File: config.mk
export PLATFORM = sky130hd
export DESIGN_NAME = cp0_unit_flat
export DESIGN_NICKNAME = d
export VERILOG_FILES = /design/src/rtl/cp0_unit_if.sv /design/src/rtl/cp0_unit.sv /design/src/flat_wrapper.sv
export SDC_FILE = /design/constraint.sdc
export NUM_CORES = 1
export LEC_CHECK = 0
export ABC_AREA = 1
export CAP_MARGIN = 20
export CELL_PAD_IN_SITES_DETAIL_PLACEMENT = 1
export CELL_PAD_IN_SITES_GLOBAL_PLACEMENT = 1
export CORE_MARGIN = 3
export CORE_UTILIZATION = 35
export DETAILED_ROUTE_END_ITERATION = 16
export PLACE_DENSITY = 0.88
export SLEW_MARGIN = 20
export SYNTH_ARGS = -nofsm -noshare
export SYNTH_HDL_FRONTEND = slang
export SYNTH_SLANG_ARGS = --single-unit
File: constraint.sdc
create_clock -name clk -period 1.95 [get_ports clk]
set_clock_uncertainty 0.05 [all_clocks]
set_input_delay 0.39 -clock clk [delete_from_list [all_inputs] [get_ports clk]]
set_output_delay 0.39 -clock clk [all_outputs]
set_load 0.02 [all_outputs]
File: src/rtl/cp0_unit_if.sv
// Pipeline-side bus of the coprocessor-0 unit: EXE-stage command inputs,
// the read port and the PC redirect back to IF.
interface cp0_unit_if;
  logic        en;
  logic        exe_valid;
  logic [1:0]  cp_oper;
  logic [4:0]  addr_r;
  logic [4:0]  addr_w;
  logic [31:0] data_w;
  logic [31:0] pc_exe;
  logic        ext_int;
  logic [31:0] data_r;
  logic        jump_en;
  logic [31:0] jump_addr;
  logic        in_handler;

  modport master (
    output en, exe_valid, cp_oper, addr_r, addr_w, data_w, pc_exe, ext_int,
    input  data_r, jump_en, jump_addr, in_handler
  );

  modport slave (
    input  en, exe_valid, cp_oper, addr_r, addr_w, data_w, pc_exe, ext_int,
    output data_r, jump_en, jump_addr, in_handler
  );
endinterface

File: src/rtl/cp0_unit.sv
// Coprocessor-0 for the 5-stage MIPS pipeline: STATUS/CAUSE/EPC/EHBR, MFC0/MTC0/ERET,
// external interrupt entry. Define CP0_TIMER_EN to add the COUNT/COMPARE timer.
module cp0_unit #(
  parameter logic [31:0] EHBR_RESET      = 32'h0000_0100,
  parameter int unsigned INT_SYNC_STAGES = 2
) (
  input logic       clk,
  input logic       rst_n,
  cp0_unit_if.slave bus
);

  localparam int unsigned DW = 32;
  localparam int unsigned AW = 5;
  localparam int unsigned EW = 5;

  localparam logic [1:0] OP_STORE = 2'b01;
  localparam logic [1:0] OP_ERET  = 2'b10;

  localparam logic [AW-1:0] A_STATUS = AW'(12);
  localparam logic [AW-1:0] A_CAUSE  = AW'(13);
  localparam logic [AW-1:0] A_EPC    = AW'(14);
  localparam logic [AW-1:0] A_EHBR   = AW'(15);
`ifdef CP0_TIMER_EN
  localparam logic [AW-1:0] A_COUNT   = AW'(9);
  localparam logic [AW-1:0] A_COMPARE = AW'(11);
`endif

  typedef enum logic {S_RUN, S_HANDLER} state_t;

  state_t                     state_q, state_n;
  logic                       ie_q, ie_n;
  logic [EW-1:0]              exc_q, exc_n;
  logic [DW-1:0]              epc_q, epc_n;
  logic [DW-1:0]              ehbr_q, ehbr_n;
  logic                       pend_q, pend_n;
  logic                       jump_q, jump_n;
  logic [DW-1:0]              jaddr_q, jaddr_n;
  logic [INT_SYNC_STAGES-1:0] sync_q;
  logic                       sync_prev_q;
  logic                       int_rise;
  logic                       tmr_hit;
  logic                       tmr_bit;
  logic                       commit, store, eret, take;
  logic [DW-1:0]              rdata;

`ifdef CP0_TIMER_EN
  logic          tmr_q, tmr_n;
  logic [DW-1:0] count_q, count_n;
  logic [DW-1:0] compare_q, compare_n;

  assign tmr_hit = bus.en && (count_q == compare_q) && (compare_q != '0);
  assign tmr_bit = tmr_q;
`else
  assign tmr_hit = 1'b0;
  assign tmr_bit = 1'b0;
`endif

  assign int_rise = sync_q[INT_SYNC_STAGES-1] & ~sync_prev_q;
  assign commit   = bus.en & bus.exe_valid;
  assign store    = commit && (bus.cp_oper == OP_STORE);
  assign eret     = commit && (bus.cp_oper == OP_ERET);

  // Interrupt synchroniser runs free of en so edges are never lost during stalls
  always_ff @(posedge clk or negedge rst_n) begin
    if (!rst_n) begin
      sync_q      <= '0;
      sync_prev_q <= 1'b0;
    end else begin
      sync_q      <= {sync_q[INT_SYNC_STAGES-2:0], bus.ext_int};
      sync_prev_q <= sync_q[INT_SYNC_STAGES-1];
    end
  end

  always_ff @(posedge clk or negedge rst_n) begin
    if (!rst_n) begin
      state_q <= S_RUN;
      ie_q    <= 1'b0;
      exc_q   <= '0;
      epc_q   <= '0;
      ehbr_q  <= EHBR_RESET;
      pend_q  <= 1'b0;
      jump_q  <= 1'b0;
      jaddr_q <= '0;
    end else begin
      state_q <= state_n;
      ie_q    <= ie_n;
      exc_q   <= exc_n;
      epc_q   <= epc_n;
      ehbr_q  <= ehbr_n;
      pend_q  <= pend_n;
      jump_q  <= jump_n;
      jaddr_q <= jaddr_n;
    end
  end

`ifdef CP0_TIMER_EN
  always_ff @(posedge clk or negedge rst_n) begin
    if (!rst_n) begin
      tmr_q     <= 1'b0;
      count_q   <= '0;
      compare_q <= '0;
    end else begin
      tmr_q     <= tmr_n;
      count_q   <= count_n;
      compare_q <= compare_n;
    end
  end
`endif

  // MTC0 is applied first so interrupt entry sees the freshly written IE/EPC/EHBR
  always_comb begin
    state_n = state_q;
    ie_n    = ie_q;
    exc_n   = exc_q;
    epc_n   = epc_q;
    ehbr_n  = ehbr_q;
    jump_n  = bus.en ? 1'b0 : jump_q;
    jaddr_n = jaddr_q;
`ifdef CP0_TIMER_EN
    count_n   = bus.en ? count_q + DW'(1) : count_q;
    compare_n = compare_q;
    tmr_n     = tmr_q | tmr_hit;
`endif

    if (store) begin
      unique case (bus.addr_w)
        A_STATUS: ie_n   = bus.data_w[0];
        A_CAUSE:  exc_n  = bus.data_w[6:2];
        A_EPC:    epc_n  = bus.data_w;
        A_EHBR:   ehbr_n = bus.data_w;
`ifdef CP0_TIMER_EN
        A_COUNT:  count_n = bus.data_w;
        A_COMPARE: begin
          compare_n = bus.data_w;
          tmr_n     = 1'b0;
        end
`endif
        default: ;
      endcase
    end

    take = commit && pend_q && ie_n && (bus.cp_oper != OP_ERET) && (state_q == S_RUN);

    pend_n = (pend_q & ~take) | int_rise | tmr_hit;

    if (take) begin
      state_n = S_HANDLER;
      epc_n   = bus.pc_exe;
      exc_n   = '0;
      ie_n    = 1'b0;
      jump_n  = 1'b1;
      jaddr_n = ehbr_n;
    end else if (eret) begin
      state_n = S_RUN;
      ie_n    = 1'b1;
      jump_n  = 1'b1;
      jaddr_n = epc_n;
    end
  end

  always_comb begin
    rdata = '0;
    unique case (bus.addr_r)
      A_STATUS:  rdata = {31'b0, ie_q};
      A_CAUSE:   rdata = {pend_q, tmr_bit, 23'b0, exc_q, 2'b0};
      A_EPC:     rdata = epc_q;
      A_EHBR:    rdata = ehbr_q;
`ifdef CP0_TIMER_EN
      A_COUNT:   rdata = count_q;
      A_COMPARE: rdata = compare_q;
`endif
      default:   rdata = '0;
    endcase
  end

  // A queued redirect is held, not lost, while the stage is stalled
  assign bus.jump_en    = jump_q & bus.en;
  assign bus.jump_addr  = jaddr_q;
  assign bus.in_handler = (state_q == S_HANDLER);
  assign bus.data_r     = rdata;

endmodule

File: src/flat_wrapper.sv
// flat-port wrapper written by rule: the top's interface ports become plain ports
module cp0_unit_flat 
#(
  parameter logic [31:0] EHBR_RESET      = 32'h0000_0100,
  parameter int unsigned INT_SYNC_STAGES = 2
)
  (clk, rst_n, bus_en, bus_exe_valid, bus_cp_oper, bus_addr_r, bus_addr_w, bus_data_w, bus_pc_exe, bus_ext_int, bus_data_r, bus_jump_en, bus_jump_addr, bus_in_handler);
  cp0_unit_if bus_i ();
  input logic clk;
  input logic rst_n;
  input wire logic [$bits(bus_i.en)-1:0] bus_en;
  input wire logic [$bits(bus_i.exe_valid)-1:0] bus_exe_valid;
  input wire logic [$bits(bus_i.cp_oper)-1:0] bus_cp_oper;
  input wire logic [$bits(bus_i.addr_r)-1:0] bus_addr_r;
  input wire logic [$bits(bus_i.addr_w)-1:0] bus_addr_w;
  input wire logic [$bits(bus_i.data_w)-1:0] bus_data_w;
  input wire logic [$bits(bus_i.pc_exe)-1:0] bus_pc_exe;
  input wire logic [$bits(bus_i.ext_int)-1:0] bus_ext_int;
  output wire logic [$bits(bus_i.data_r)-1:0] bus_data_r;
  output wire logic [$bits(bus_i.jump_en)-1:0] bus_jump_en;
  output wire logic [$bits(bus_i.jump_addr)-1:0] bus_jump_addr;
  output wire logic [$bits(bus_i.in_handler)-1:0] bus_in_handler;
  assign bus_i.en = bus_en;
  assign bus_i.exe_valid = bus_exe_valid;
  assign bus_i.cp_oper = bus_cp_oper;
  assign bus_i.addr_r = bus_addr_r;
  assign bus_i.addr_w = bus_addr_w;
  assign bus_i.data_w = bus_data_w;
  assign bus_i.pc_exe = bus_pc_exe;
  assign bus_i.ext_int = bus_ext_int;
  assign bus_data_r = bus_i.data_r;
  assign bus_jump_en = bus_i.jump_en;
  assign bus_jump_addr = bus_i.jump_addr;
  assign bus_in_handler = bus_i.in_handler;
  cp0_unit #(.EHBR_RESET(EHBR_RESET), .INT_SYNC_STAGES(INT_SYNC_STAGES)) u_core (.clk(clk), .rst_n(rst_n), .bus(bus_i));
endmodule
**Word-level counts from Yosys, hierarchy flattened**

Cells that the tools add are included.

- Mux-type cells: 20
- Bitwise gates (word level): 8
- Reductions and logical operators: 11
- Eq/ne operators: 11

Operators with widths:

| operator | number |
|---|---|
| 2-to-1 mux 32 bit | 7 |
| one-hot mux 32 bit (4 select lines) | 1 |
| == test 5 x 4 -> 1 bit, second input constant | 8 |
| 2-to-1 mux 5 bit | 3 |
| 2-to-1 mux 1 bit | 9 |
| logical AND 1 bit | 6 |
| nonzero test 2 bit | 3 |
| bitwise AND 1 bit | 4 |
| NOT 1 bit | 3 |
| nonzero test 3 bit | 1 |
| == test 2 x 1 -> 1 bit, second input constant | 1 |
| == test 2 bit, second input constant | 1 |
| inequality test 2 bit, second input constant | 1 |
| AND reduction 2 bit | 1 |
| bitwise OR 1 bit | 1 |

- Output and inout bits: 66
- Word-level logic and storage cells: 60
- Bits of input ports: 81
- Register bits: 108

**Logic depth before layout (Yosys ltp)**

- Word-level depth: 9
- Gate-level depth with buffers: 10

**Worst setup path after synthesis**

No wires, ideal clock.

- Path kind: input-to-output
- From: in bus_addr_r[4]
- To: out bus_data_r[0]
- Setup slack: 0.123 ns
- Stages: 3
- Arrival: 1.387 ns
- Cells stage by stage: nor2_1 nand2_1 o311ai_0

- Cells in the longest elaborated chain, start to end: 2
- Elaborated cells on any way between the ends: 5
- Classes of those cells: eq/ne (4); mux (1)

RTL lines:

| what | line | RTL |
|---|---|---|
| start, declared | flat_wrapper.sv:14 | `input wire logic [$bits(bus_i.addr_r)-1:0] bus_addr_r;` |
| == test 5 x 4 -> 1 bit | cp0_unit.sv:163 | `unique case (bus.addr_r)` |
| one-hot mux 32 bit (4 select lines) * | cp0_unit.sv:163 |  |
| end, declared | flat_wrapper.sv:19 | `output wire logic [$bits(bus_i.data_r)-1:0] bus_data_r;` |

Every way passes the cells marked *; elsewhere a longest branch is shown, timed or not.

**Worst setup path in the final report**

- From: in bus_addr_r[2]
- To: out bus_data_r[22]

Same word-level chain as after synthesis.

==> impl_metrics.toml <==
[run_status]
status = "complete, no violations"

[power]
intPower_mw = 5.24
power_frac_seq_pct = 40.8
ir_worst_vdd_uv = 578
pwr-share-clk_pct = 22.5
p_leak_nw = 4.08
switchingPower_mw = 3.03
power_density_mw_per_mm2 = 1020
p_sw_share_pct = 36.7
comb_power_share_pct = 36.7

[floorplan]
dieArea_mm2 = 0.0172
start_util_pct = 35.9
std_cell_rows = 45
dieWidth_um = 131
die_y_um = 131
ios = 147
core_area_mm2 = 0.0153

[global_route]
grt_pass1_wl_um = 34100
antenna_found_initial = 0
grt_pass1_vias = 6287
globalRouteOverflowTotal = 0
grt_use_total_pct = 24.7
grt_max_degree = 50

[routing]
ant_nets = 0
wirelength_um = 21700
dr.pass1.iters = 7
wl_per_cell_um = 19.9
num_vias = 5909
drt-initial-drc-count = 423
vias_per_cell = 5.43
drc_errors = 0

[sta]
fmax_ghz = 0.521
slew_violations = 0
period_needed_ps = 1920
fin_ws_ps = 30.4
slew_headroom_pct = 75.0
fin_crit_sh_pct = 98.4
tightest_slew_ps = 376
setup_tns_ps = 0
hold_viol_final = 0
finalSetupViolCount = 0

[clock_network]
insertion_delay_ps = 360
clock-sinks = 108
root_buffer = "clkbuf_16"
htree_num_levels = 3
numCtsBuffers = 9
cts_tree = "built"
clk_pin_slew_ps = 70
cts_buffer_depth = 2

[logic_synthesis]
syn_nets = 789
synth-edff-count = 0
synth_top_area_cell = "dfrtp_1"
synth.most_common_cell = "nand2_1"
async_flop_share_pct = 100
ys_ff_latch = 108
ys_top_cells_by_area = "dfrtp_1, nand2_1, nand3_1"
yosys-top-cells-count = "nand2_1, nand3_1, dfrtp_1"
yosysSeqAreaShare_pct = 49.3
yosysWarnings = 0
synthCells = 708
syn_area_mm2 = 0.00548
syn_area_per_cell_um2 = 7.75
synth_top_area_share_pct = 48.8
netlist-cell-type-count = 26
ys.flop_type = "dfrtp_1"

[place]
dp_slack_ps = -818
dp_hpwl_um = 14400
placed_area_mm2 = 0.00757
port_buffers = 146
gp_congestion = 0.780

[layout]
drive_gt1_share_pct = 16.1
fin_nets = 954
final-seq-area_mm2 = 0.00270
final_cell_area_mm2 = 0.00810
fin_util_pct = 53.1
num_antenna_cells = 0
multi_input_area_mm2 = 0.00245
area_growth_pct = 47.6
n_fill_cell = 1798

[setup_path]
cp-start-kind = "primary input"
crit_chain = "clkdlybuf4s15_2 -> nand2_4 -> nor2_4 -> nand2_2 -> clkinv_4 -> buf_12 -> a22o_1 -> buf_4"
worstPathMaxFanout = 9
r2r_cells = 7
max_stage_delay_ps = 230
slowest_stage = "a22o_1"
critical_path_arrival_ps = 1480
required_ps = 1510
crit_type = "in2out"
endpoint_kind = "output pin"

[worst_hold_path]
hold_class = "reg2reg"
whs_path_depth = 0

[run]
max-cap-violations = 0
## cells by family after synthesis
group / share of synthesized area, %
DFF: 49.3
and+or+nand+nor: 34.5
buffers and inverters: 8.03
AOI/OAI and AO/OA: 8.15
## layout by cell type (no fill, tap or decap), types with 3 or more instances in the layout
master           instances
a22o_1                  25
buf_12                  16
buf_2                    4
buf_4                   47
buf_6                   20
clkbuf_16               11
clkbuf_2                 3
clkbuf_8                 3
clkdlybuf4s50_1        105
dfrtp_1                107
inv_1                   51
inv_2                    4
nand2_1                232
nand2_2                  3
nand3_1                131
nand3_2                  6
nand4_1                 34
nor2_1                   4
nor2_4                   4
o21ai_0                  6
o21ai_1                 34
## worst max-delay path, delay by kind of cell
kind	cells	cell delay, ps
buffers and inverters	4	670
AOI/OAI and AO/OA	1	230
and+or+nand+nor	3	190
## worst paths after layout
path,startpoint,endpoint,slack (ps)
worst max-delay path,bus_addr_r[2],bus_data_r[22],30
worst min-delay path,u_core.sync_q[0],u_core.sync_q[1],310
max in group asynchronous,rst_n,u_core.ehbr_q[8],800
worst min register to register,u_core.sync_q[0],u_core.sync_q[1],310
min in group asynchronous,rst_n,u_core.jump_q,440
worst max register to register,u_core.bus.in_handler,u_core.bus.jump_addr[31],270
## cell type report
class	instances	area share [%]
inverters	57	2.74
clock buffers	12	3.29
repair buffers	205	26.7
well taps	211	3.26
clock inverters	4	0.386
multi-input cells	492	30.3
flip-flops and latches	108	33.4
## power groups by stage
stage / registers [mW] / logic, mW / clock network, mW
floorplan: 3.63 / 1.27 / 0
global placement: 3.39 / 2.87 / 0
detailed placement: 3.41 / 3.00 / 0
CTS: 3.37 / 3.04 / 1.90
finish: 3.37 / 3.04 / 1.86
global route: 3.45 / 3.33 / 1.99
## layer usage
layer / part of all wire [%] / track usage [%]
met4: 1.5 / 5.89
met5: 0 / 0
met3: 6.4 / 5.25
met1: 42 / 32.0
met2: 50 / 42.6
## flip-flops by register name (all words and copies together), names as in the netlist
| register | cells |
|---|---|
| u_core.bus.in_handler | 1 |
| u_core.ie_q | 1 |
| u_core.pend_q | 1 |
| u_core.jump_q | 1 |
| u_core.sync_q | 2 |
| u_core.ehbr_q | 32 |
| u_core.exc_q | 5 |
| u_core.bus.jump_addr | 32 |
| u_core.sync_prev_q | 1 |
| u_core.epc_q | 32 |
## timing repair
action	CTS	global route
endpoints found under the hold margin	21	0
cloned	3	2
hold buffers	1	0
pin swaps	6	6
resized for setup	212	18
buffers inserted	3	3
endpoints found under the setup margin	33	85
## per-stage QoR
stage / power (mW) / cells / hold WS [ps]
finish: 8.27 / 1089 / 310
global route: 8.77 / 1089 / 322
CTS: 8.31 / 1085 / 311
detailed placement: 6.41 / 1063 / 278
global placement: 6.25 / 1063 / 280
floorplan: 4.90 / 708 / 44.4
No activity file was read; power rests on OpenSTA's default activity.
